$ cat config.mk
export PLATFORM = sky130hd
export DESIGN_NAME = pc_update_unit
export DESIGN_NICKNAME = d
export VERILOG_FILES = /design/src/rtl/pc_update_unit_pkg.sv /design/src/rtl/branch_target_adder.sv /design/src/rtl/pc_update_unit.sv
export SDC_FILE = /design/constraint.sdc
export NUM_CORES = 1
export LEC_CHECK = 0
export BUFFER_PORTS_ARGS = -buffer_cell sky130_fd_sc_hd__buf_2
export CAP_MARGIN = 25
export CORE_MARGIN = 4
export CORE_UTILIZATION = 40
export DETAILED_ROUTE_END_ITERATION = 10
export GPL_TIMING_DRIVEN = 0
export PLACE_DENSITY_LB_ADDON = 0.25
export SYNTH_ARGS = -nofsm -noshare
export SYNTH_HDL_FRONTEND = slang
export SYNTH_SLANG_ARGS = --single-unit
export TNS_END_PERCENT = 20
$ cat constraint.sdc
create_clock -name CLK -period 4.8 [get_ports CLK]
set_clock_uncertainty 0.05 [all_clocks]
set_input_delay 0.48 -clock CLK [delete_from_list [all_inputs] [get_ports CLK]]
set_output_delay 0.48 -clock CLK [all_outputs]
set_load 0.02 [all_outputs]
$ cat src/rtl/pc_update_unit_pkg.sv
// rtl/pc_update_unit_pkg.sv - shared state encodings and constants for the PC update stage
package pc_update_unit_pkg;

    typedef enum logic [1:0] {
        ST_RUN        = 2'd0,
        ST_STALL      = 2'd1,
        ST_STALL_PEND = 2'd2
    } pc_state_e;

    localparam int unsigned PC_INC = 4;

    function automatic logic any_busy(input logic busy_i, input logic busy_d);
        return busy_i | busy_d;
    endfunction

endpackage

$ cat src/rtl/branch_target_adder.sv
// rtl/branch_target_adder.sv - PC-relative target: pc_plus4 + (sext(offset) << 2)
module branch_target_adder #(
    parameter int PC_W  = 32,
    parameter int OFF_W = 8
) (
    input  logic [PC_W-1:0]  pc_plus4,
    input  logic [OFF_W-1:0] offset,
    output logic [PC_W-1:0]  target
);

    logic [PC_W-1:0] off_ext;

    // Offset counts instructions, so scale to bytes; overflow wraps silently.
    assign off_ext = {{(PC_W-OFF_W){offset[OFF_W-1]}}, offset};
    assign target  = pc_plus4 + (off_ext << 2);

endmodule

$ cat src/rtl/pc_update_unit.sv
// rtl/pc_update_unit.sv - program counter with stall hold, pending redirect and flush pulse
module pc_update_unit
    import pc_update_unit_pkg::*;
#(
    parameter int           PC_W     = 32,
    parameter int           OFF_W    = 8,
    parameter logic [PC_W-1:0] RESET_PC = '0,
    parameter int           CNT_W    = 16
) (
    input  logic             CLK,
    input  logic             RESET,
    input  logic             BRANCH_TAKEN,
    input  logic             JUMP,
    input  logic [OFF_W-1:0] OFFSET,
    input  logic             BUSYWAIT_I,
    input  logic             BUSYWAIT_D,
    output logic [PC_W-1:0]  PC,
    output logic [PC_W-1:0]  PC_PLUS4,
    output logic             FLUSH,
    output logic [CNT_W-1:0] STALL_CNT
);

    pc_state_e        state_q, state_d;
    logic [PC_W-1:0]  pc_q, pc_d;
    logic [PC_W-1:0]  pend_q, pend_d;
    logic             flush_q, flush_d;
    logic [CNT_W-1:0] cnt_q, cnt_d;

    logic [PC_W-1:0]  pc_plus4;
    logic [PC_W-1:0]  target;
    logic             stall;
    logic             redirect;

    assign pc_plus4 = pc_q + PC_W'(PC_INC);
    assign stall    = any_busy(BUSYWAIT_I, BUSYWAIT_D);
    assign redirect = BRANCH_TAKEN | JUMP;

    branch_target_adder #(
        .PC_W  (PC_W),
        .OFF_W (OFF_W)
    ) u_target (
        .pc_plus4 (pc_plus4),
        .offset   (OFFSET),
        .target   (target)
    );

    always_comb begin
        state_d = state_q;
        pc_d    = pc_q;
        pend_d  = pend_q;
        flush_d = 1'b0;
        case (state_q)
            ST_RUN: begin
                if (stall && redirect) begin
                    pend_d  = target;
                    state_d = ST_STALL_PEND;
                end else if (stall) begin
                    state_d = ST_STALL;
                end else if (redirect) begin
                    pc_d    = target;
                    flush_d = 1'b1;
                end else begin
                    pc_d = pc_plus4;
                end
            end
            // The stalled instruction is frozen in decode; any redirect it shows is stale.
            ST_STALL: begin
                if (!stall) begin
                    pc_d    = pc_plus4;
                    state_d = ST_RUN;
                end
            end
            ST_STALL_PEND: begin
                if (!stall) begin
                    pc_d    = pend_q;
                    flush_d = 1'b1;
                    state_d = ST_RUN;
                end
            end
            default: begin
                state_d = ST_RUN;
            end
        endcase
    end

    always_comb begin
        cnt_d = cnt_q;
        if (stall && (cnt_q != {CNT_W{1'b1}})) begin
            cnt_d = cnt_q + CNT_W'(1);
        end
    end

    always_ff @(posedge CLK) begin
        if (RESET) begin
            state_q <= ST_RUN;
            pc_q    <= RESET_PC;
            pend_q  <= '0;
            flush_q <= 1'b0;
            cnt_q   <= '0;
        end else begin
            state_q <= state_d;
            pc_q    <= pc_d;
            pend_q  <= pend_d;
            flush_q <= flush_d;
            cnt_q   <= cnt_d;
        end
    end

    assign PC        = pc_q;
    assign PC_PLUS4  = pc_plus4;
    assign FLUSH     = flush_q;
    assign STALL_CNT = cnt_q;

endmodule

=== Word-level counts from Yosys, hierarchy flattened ===
Index checks and enable logic that the tools add are counted.

* $add $sub $neg: 3
* Equal/unequal tests: 9
* Muxes and demuxes: 15
* Bitwise gates (word level): 2
* Reduce and logical (&&, ||, !) cells: 8

{| class="wikitable"
|+ Operators by type and width
! kind !! number
|-
| $mux 32 || 5
|-
| $pmux 32 s3 || 1
|-
| $add 32x3->32 const B || 1
|-
| $add 32x32->32 || 1
|-
| $add 16x1->16 const B || 1
|-
| $ne 16x16->1 const B || 1
|-
| $ne 2x2->1 const B || 5
|-
| $mux 2 || 3
|-
| $reduce_and 5->1 || 1
|-
| $mux 1 || 4
|-
| $pmux 2 s2 || 1
|-
| $reduce_and 2->1 || 2
|-
| $ne 3x3->1 const B || 1
|-
| $reduce_bool 3->1 || 1
|-
| $eq 2x1->1 const B || 1
|-
| $eq 2x2->1 const B || 1
|-
| $logic_and 1x1->1 || 2
|-
| $logic_not 2->1 || 1
|-
| $or 1x1->1 || 2
|-
| $pmux 1 s2 || 1
|-
| $reduce_or 2->1 || 1
|}

* Bits in registers: 83
* Bits of input ports: 14
* Output and inout bits: 81
* Word-level logic and storage cells: 42

=== Depth between registers and ports, before layout ===
Gate-level depths: netlist of the first run.

* Depth after elaboration: 6
* Mapped depth: 17
* Gate-level depth less buffers: 16

=== Modules after synthesis ===
From an unflattened synthesis of the first run, not the netlist that was laid out.

* Cell total of the unflattened synthesis: 881
* Area total of the unflattened synthesis: 6,641.4 µm²

{| class="wikitable"
|+ By module, submodules not included
! module !! times used !! cells each !! area each (µm²) !! seq. area each (µm²)
|-
| pc_update_unit || 1 || 655 || 4,981.0 || 1,661.6
|-
| branch_target_adder || 1 || 226 || 1,660.3 || 0.0
|}

=== Worst setup path after synthesis of the first run ===
No wires, ideal clock.

* Kind: reg2reg
* From: register pc_q[2], in the netlist PC[2]
* To: register pc_q[29], in the netlist PC[29]
* Library setup time: 0.070 ns
* Arrival: 3.832 ns
* Required time: 4.680 ns
* Path slack: 0.848 ns
* Stages on the path, launching flop included: 17
* Buffers on the path: 1
* Clock period less this slack: 3.952 ns
* Path through: dfxtp_1 -> ha_1 -> nand3_2 -> nor3_4 -> nand2_1 -> xnor2_1 -> ha_1 -> clkbuf_2 -> a21o_1 -> a21o_1 -> a21o_1 -> a2111oi_2 -> a21oi_1 -> a21oi_1 -> xnor2_1 -> o211ai_1 -> a21oi_1

* Word-level cells in the longest chain between the ends: 6

{| class="wikitable"
|+ RTL lines
! what !! RTL line !! source
|-
| start: declaration || pc_update_unit.sv:24 || <nowiki>logic [PC_W-1:0] pc_q, pc_d;</nowiki>
|-
| start signal: assignment || pc_update_unit.sv:102 || <nowiki>pc_q <= pc_d;</nowiki>
|-
| $add 32x3->32 || pc_update_unit.sv:34 || <nowiki>assign pc_plus4 = pc_q + PC_W'(PC_INC);</nowiki>
|-
| named net PC_PLUS4[18] || pc_update_unit.sv:18 || <nowiki>output logic [PC_W-1:0] PC_PLUS4,</nowiki>
|-
| $add 32x32->32 || branch_target_adder.sv:15 || <nowiki>assign target = pc_plus4 + (off_ext << 2);</nowiki>
|-
| $mux 32 || pc_update_unit.sv:59 || <nowiki>end else if (redirect) begin</nowiki>
|-
| $mux 32 || pc_update_unit.sv:57 || <nowiki>end else if (stall) begin</nowiki>
|-
| $mux 32 || pc_update_unit.sv:54 || <nowiki>if (stall && redirect) begin</nowiki>
|-
| $pmux 32 s3 || pc_update_unit.sv:52 || <nowiki>case (state_q)</nowiki>
|}

The timed path passes the listed nets, and every way through them passes these cells. The select of a mux whose other input is x is not followed.
A chain may end at the register's enable or synchronous reset.

=== Worst setup path in the final report of the first run ===
* From: register pc_q[2], in the netlist PC[2]
* To: register pc_q[29], in the netlist PC[29]

* Word-level cells in the longest chain between the ends: 6

{| class="wikitable"
|+ RTL lines
! what !! RTL line
|-
| $add 32x3->32 * || pc_update_unit.sv:34
|-
| $add 32x32->32 || branch_target_adder.sv:15
|-
| $mux 32 || pc_update_unit.sv:59
|-
| $mux 32 || pc_update_unit.sv:57
|-
| $mux 32 || pc_update_unit.sv:54
|-
| $pmux 32 s3 * || pc_update_unit.sv:52
|}

Mark *: on every way between the ends. The rest lies on a longest branch, timed or not. The select of a mux whose other input is x is not followed.

==> metrics.md, run 1 <==
| Metric | Value |
|---|---|
| Grt ovf | 0 |
| Hold WC Path Type | in -> reg |
| DRT iter0 DRCs | 446 |
| First-pass GRT wire length | 30,400 microns |
| Complex-gate fraction of the synthesized area | 24.0% |
| VDD IR max | between 0.2 and 0.25 mV |
| Ys flop type | dfxtp_1 |
| Critical Path RT | 5.03 ns |
| CTS hold repair buffers | 0 |
| Final estimated routing congestion in global placement | 0.861 |
| CTS H-tree lvls | 3 |
| Die Span Y | approximately 130 microns |
| WP data arrival | roughly 4.6 ns |
| Clock buffer depth | 2 |
| Via count of the first global-routing pass | 5,831 |
| Slew headroom | 47.4% |
| Mux cell area share after synthesis | less than 1% |
| WL final | 18,900 microns |
| Worst Setup Start Kind | flop |
| Clock Tree Root | clkbuf_16 |
| CTS tree | done |
| Endpoints failing hold | 0 |
| Final Max Slew Viols | 0 |
| Setup Buffers After CTS | 0 |
| Max Clk Rate | 230 MHz |
| Post-route ant nets | 0 |
| Sequential fraction of the synthesis area | between 20% and 30% |
| Synth Cell Area | between 0.005 and 0.006 sq mm |
| Post-synth EDFFs | 0 |
| GRT Util Overall | 22.6% |
| Post-Synth XOR/XNOR Area | between 10 and 15% |
| Pleak | 3.02 nW |
| Area contributors post-synth | dfxtp_1 (28%), ha_1 (8.4%), a21oi_1 (7.2%) |
| TritonRoute pass-1 iters | 5 |
| CTS clk-pin slew, worst paths | around 0.060 ns |
| Die Width | 130 microns |
| CORE AREA | 0.0146 sq mm |
| I/O Pins | 95 |
| FFs w/ async S/R, synth | 0% |
| DR DRC count | 0 |
| Hpwl dp | between 10,000 and 15,000 microns |
| Top-area cell type share of the netlist area | 27.8% |
| Largest net degree at the start of global routing | 30 |
| Full die area | about 0.017 sq mm |
| Setup_tns | 0 ns |
| Post-synthesis simple-gate area fraction | roughly a quarter |
| Final net count | 932 |
| Largest family of logic cells by synthesized area | compound AO/OA/AOI/OAI gates |
| RSZ-0062 raised after global routing | false |
| Ratio of final minimum period to clock period | between 90 and 100% |
| Initial antenna violation count | 0 |
| Post-CTS resize count | 0 |
| Area occupied by multi-input gates | 0.00404 sq mm |
| Num rows | 44 |
| Max_cap viols | 0 |
| Worst-skew pair later-pin latency | 0.35 ns |
| Worst-margin pin slew | 0.786 ns |
| Area Growth Syn to Fin | 16.1% |
| Layout cell share with drive strength beyond 1 | 16.6% |
| Syn. warnings | 0 |
| Min Tclk post-route | 4.36 ns |
| Post-synthesis adder-cell area fraction | between 8 and 9% |
| Hold_ws | 0.387 ns |
| CTS Buf Count | 9 |
| CP Class | reg -> reg |
| Crit end category | flop |
| Via-to-Cell Ratio | 5.71 |
| Synth area leader | dfxtp_1 |
| Post-Synthesis Cells | between 700 and 800 |
| Status | finished, final reports clean |
| CTS sink count | 83 |
| Yosys cell types | 76 |
| Fillcell total | 1,501 |
| PD cells | 444 mW/mm^2 |
| Seq. cell area | between 0.0015 and 0.002 sq mm |
| N_diodes | 0 |
| Detailed-route via count | 6,082 |
| Max Fanout on Critical Path | 7 |
| Syn avg cell area | just under 8 sq um |
| IO Port Bufs | 94 |
| Synth Net Count | 827 |
| DR WL/cell | 17.7 microns |
| Yosys reg bits | 83 |
| Setup violators final | 0 |
| Starting Density | 41.0% |
## layout make-up
class                   instances  share of cell area [%]
multi-input cells             623                    58.1
clock buffers                  10                    3.30
clock inverters                 5                   0.450
repair buffers                 94                    6.77
well taps                     184                    3.32
inverters                      16                   0.865
plain buffers                  50                    3.26
flip-flops and latches         83                    23.9
## critical path, cell delays in order (launching register included)
cell and delay [ns]:
dfxtp_1 0.52, ha_1 0.30, nand3_2 0.20, nor3_4 0.45, nand2_1 0.12, xnor2_1 0.31
ha_1 0.29, clkbuf_2 0.16, a21o_1 0.24, a21o_1 0.19, a21o_1 0.19, a2111oi_2 0.35
a21oi_1 0.22, a21oi_1 0.22, xnor2_1 0.18, o211ai_1 0.12, a21oi_1 0.16
## flip-flops by register name, summed over array words and instances (netlist names)
register / flops
FLUSH: 1
PC: 32
STALL_CNT: 16
pend_q: 32
state_q: 2
## per-layer routing
metal	GRT usage, %	part of all wire [%]	vias up
met1	31.7	48	2859
met3	3.40	5.3	39
li1	-	-	2997
met4	7.52	2.2	0
met2	35.5	45	187
met5	0	0	-
## Yosys cell counts (3+ instances only)
master	number
nand3_1	23
mux2i_1	3
buf_2	4
clkbuf_1	36
nor3_1	23
a221o_1	10
a21o_1	14
and4_2	3
a311oi_1	7
and3_1	9
a31oi_1	6
a221oi_1	13
o21a_1	5
o211ai_1	7
nand2b_1	4
or2_2	3
ha_1	40
o21ai_0	20
buf_1	3
o21bai_1	5
nor2b_1	3
xor2_1	27
nand2_1	111
buf_4	4
and2_1	3
nand4_1	17
inv_1	16
dfxtp_1	83
a21oi_1	86
a211oi_1	13
nor2_1	76
xnor2_1	40
## stage by stage
stage	utilization, %	setup slack (ns)	total power [mW]	instances	cell area [sq um]
floorplan	-	0.848	2.01	772	5980
global placement	45.8	0.421	2.42	1050	6680
detailed placement	45.8	0.451	2.43	1050	6680
CTS	47.6	0.419	3.07	1065	6940
global route	47.6	0.0648	3.29	1065	6940
finish	47.6	0.445	3.09	1065	6940
## worst paths after layout
kind / from / endpoint / slack (ns) / cells after the start
max: PC[2] / PC[29] / 0.44 / 16
min: RESET / PC[19] / 0.39 / 3
max reg2reg: PC[2] / PC[29] / 0.44 / 16
min reg2reg: pend_q[25] / pend_q[25] / 0.40 / 2
## placed cells by master, fill, tap and decap left out, drive strengths merged, types with 7 or more instances in the layout
cell	netlist	final
nand4	18	18
a21o	14	14
a221oi	13	13
inv	16	16
xnor2	42	42
clkbuf	38	48
dfxtp	83	83
nor3	26	26
xor2	28	28
nand3	25	25
nor2	77	77
a31oi	7	7
o211ai	7	7
buf	11	105
a311oi	7	7
a211oi	13	13
a221o	11	11
and3	11	11
a21oi	86	86
ha	40	40
o21ai	22	22
nand2	111	111
## cell families after synthesis
kind of cell    Yosys count
simple gates            294
compound gates          215
buf+inv                  66
xor+xnor                 70
mux                       3
fa+ha+maj                41
flops                    83
## where the power goes
part / switching, mW / internal, mW / total [mW]
logic: 0.956 / 0.548 / 1.50
clock network: 0.294 / 0.346 / 0.640
registers: 0.134 / 0.807 / 0.942
total: 1.38 / 1.70 / 3.09
No activity file was read; power rests on OpenSTA's default activity.
==> inputs of run 2 (changes only) <==
--- a/config.mk
+++ b/config.mk
@@ -11,7 +11,8 @@
 export CORE_UTILIZATION = 40
 export DETAILED_ROUTE_END_ITERATION = 10
 export GPL_TIMING_DRIVEN = 0
-export PLACE_DENSITY_LB_ADDON = 0.25
+export PLACE_DENSITY = 0.57
+export SETUP_SLACK_MARGIN = 0.02
 export SYNTH_ARGS = -nofsm -noshare
 export SYNTH_HDL_FRONTEND = slang
 export SYNTH_SLANG_ARGS = --single-unit
==> metrics.md, run 2 (synthesis results as in run 1) <==
| Metric | Value |
|---|---|
| Most frequent cells in the layout | nand2_1 (111), buf_2 (98), a21oi_1 (86) |
| Num rows | 44 |
| Die Span Y | 130 microns |
| Largest net degree at the start of global routing | 30 |
| Final net count | 932 |
| Endpoints failing hold | 0 |
| VDD IR max | 0.180 mV |
| Clock buffer depth | 2 |
| Hpwl dp | 15,200 microns |
| Placed Area | 0.00668 sq mm |
| DRT iter0 DRCs | about 430 |
| Detailed-route via count | 6,195 |
| CTS hold repair buffers | 0 |
| Via-to-Cell Ratio | 5.81 |
| CTS tree | done |
| First-pass GRT wire length | 31,500 microns |
| Clock Tree Root | clkbuf_16 |
| TritonRoute pass-1 iters | 6 |
| PnR Total Power | approximately 3.2 mW |
| Grt ovf | 0 |
| Worst-skew pair later-pin latency | 0.34 ns |
| Area Growth Syn to Fin | 16.9% |
| GRT Util Overall | 23.7% |
| Hold WC Path Type | in -> reg |
| DR DRC count | 0 |
| Post-route ant nets | 0 |
| CORE AREA | 0.0146 sq mm |
| Layout cell share with drive strength beyond 1 | 16.8% |
| Pleak | 3.04 nW |
| I/O Pins | 95 |
| Design area | 0.00699 sq mm |
| WL final | 20,100 microns |
| Max_cap viols | 0 |
| Seq. cell area | ~0.0017 sq mm |
| CTS clk-pin slew, worst paths | 0.07 ns |
| Status | finished, final reports clean |
| Via count of the first global-routing pass | 5,820 |
| Post-CTS resize count | 0 |
| Worst-margin pin slew | about 0.75 ns |
| CTS Buf Count | 9 |
| Setup violators final | 0 |
| N_diodes | 0 |
| Max Clk Rate | 229 MHz |
| Min Tclk post-route | 4.37 ns |
| Commonest non-fill, non-tap cell in the layout | nand2_1 |
| Ratio of final minimum period to clock period | 91.0% |
| DR WL/cell | 18.9 microns |
| CTS sink count | 83 |
| Critical Path RT | 5.02 ns |
| Cell count after placement | 1,050 |
| Final estimated routing congestion in global placement | between 0.9 and 1 |
| CP Class | reg -> reg |
| Area occupied by multi-input gates | approximately 0.004 sq mm |
| IO Port Bufs | 94 |
| Max Fanout on Critical Path | 9 |
| Starting Density | about two fifths |
| Final Max Slew Viols | 0 |
| Fillcell total | 1,475 |
| Full die area | 0.0170 sq mm |
| Initial antenna violation count | 0 |
| Die Width | 130 microns |
| CTS H-tree lvls | 3 |
| PD cells | 460 mW/mm^2 |
| Crit end category | flop |
| WP data arrival | between 4 and 5 ns |
| Worst Setup Start Kind | flop |
| Setup_tns | 0 ns |
| Final std cells w/o fill | around 1,100 |
| Setup Buffers After CTS | 0 |
| RSZ-0062 raised after global routing | false |
| Slew headroom | 50.0% |
[run 2: cell types whose count changed in the layout (fill, tap and decap cells not counted), sizes merged]
| cell | before | now |
|---|---|---|
| clkinv | 4 | 1 |
| bufinv | 0 | 1 |
| clkinvlp | 1 | 2 |
| inv | 16 | 18 |
[run 2: worst max-delay path: stages, from the launching register on]
cell and delay (ns):
dfxtp_1 0.48, nand3_1 0.25, nor4_4 0.62, nand2_1 0.13, xnor2_1 0.43, ha_1 0.32
buf_2 0.18, a21o_1 0.19, a221oi_1 0.27, o21ai_1 0.14, a31oi_1 0.41, o21ai_0 0.21
xnor2_1 0.33, a21oi_1 0.13, nor3_1 0.15
[run 2: stage by stage]
| stage | hold slack (ns) | setup WS (ns) | utilization (%) |
|---|---|---|---|
| after floorplan | 0.386 | 0.848 | - |
| after global placement | 0.390 | 0.452 | 45.8 |
| after detailed placement | 0.399 | 0.428 | 45.8 |
| after CTS | 0.394 | 0.405 | 47.9 |
| after global routing | 0.420 | 0.170 | 47.9 |
| final | 0.401 | 0.433 | 47.9 |
[run 2: power by group]
part	switching (mW)	total [mW]	internal (mW)
registers	0.132	0.939	0.807
clock network	0.311	0.733	0.422
logic	0.994	1.54	0.549
[run 2: cell type report]
| cell class | instances | share of cell area, % |
|---|---|---|
| multi-input cells | 623 | 57.7 |
| flip-flops and latches | 83 | 23.8 |
| repair buffers | 94 | 6.73 |
| clock buffers | 10 | 3.42 |
| well taps | 184 | 3.29 |
| plain buffers | 50 | 3.24 |
| clock inverters | 6 | 1.02 |
| inverters | 16 | 0.859 |
[run 2: worst paths after layout]
path | startpoint | endpoint | slack [ns] | cells after the start
max | PC[4] | PC[26] | 0.43 | 14
min | RESET | PC[19] | 0.40 | 3
max reg2reg | PC[4] | PC[26] | 0.43 | 14
min reg2reg | pend_q[16] | pend_q[16] | 0.41 | 2
[run 2: layer usage]
metal  share of wire [%]  vias up  track usage (%)
li1                    -     2997                -
met1                  44     2924             32.6
met2                  46      237             38.2
met3                 7.2       37             3.48
met4                 2.1        0             7.58
met5                   0        -                0
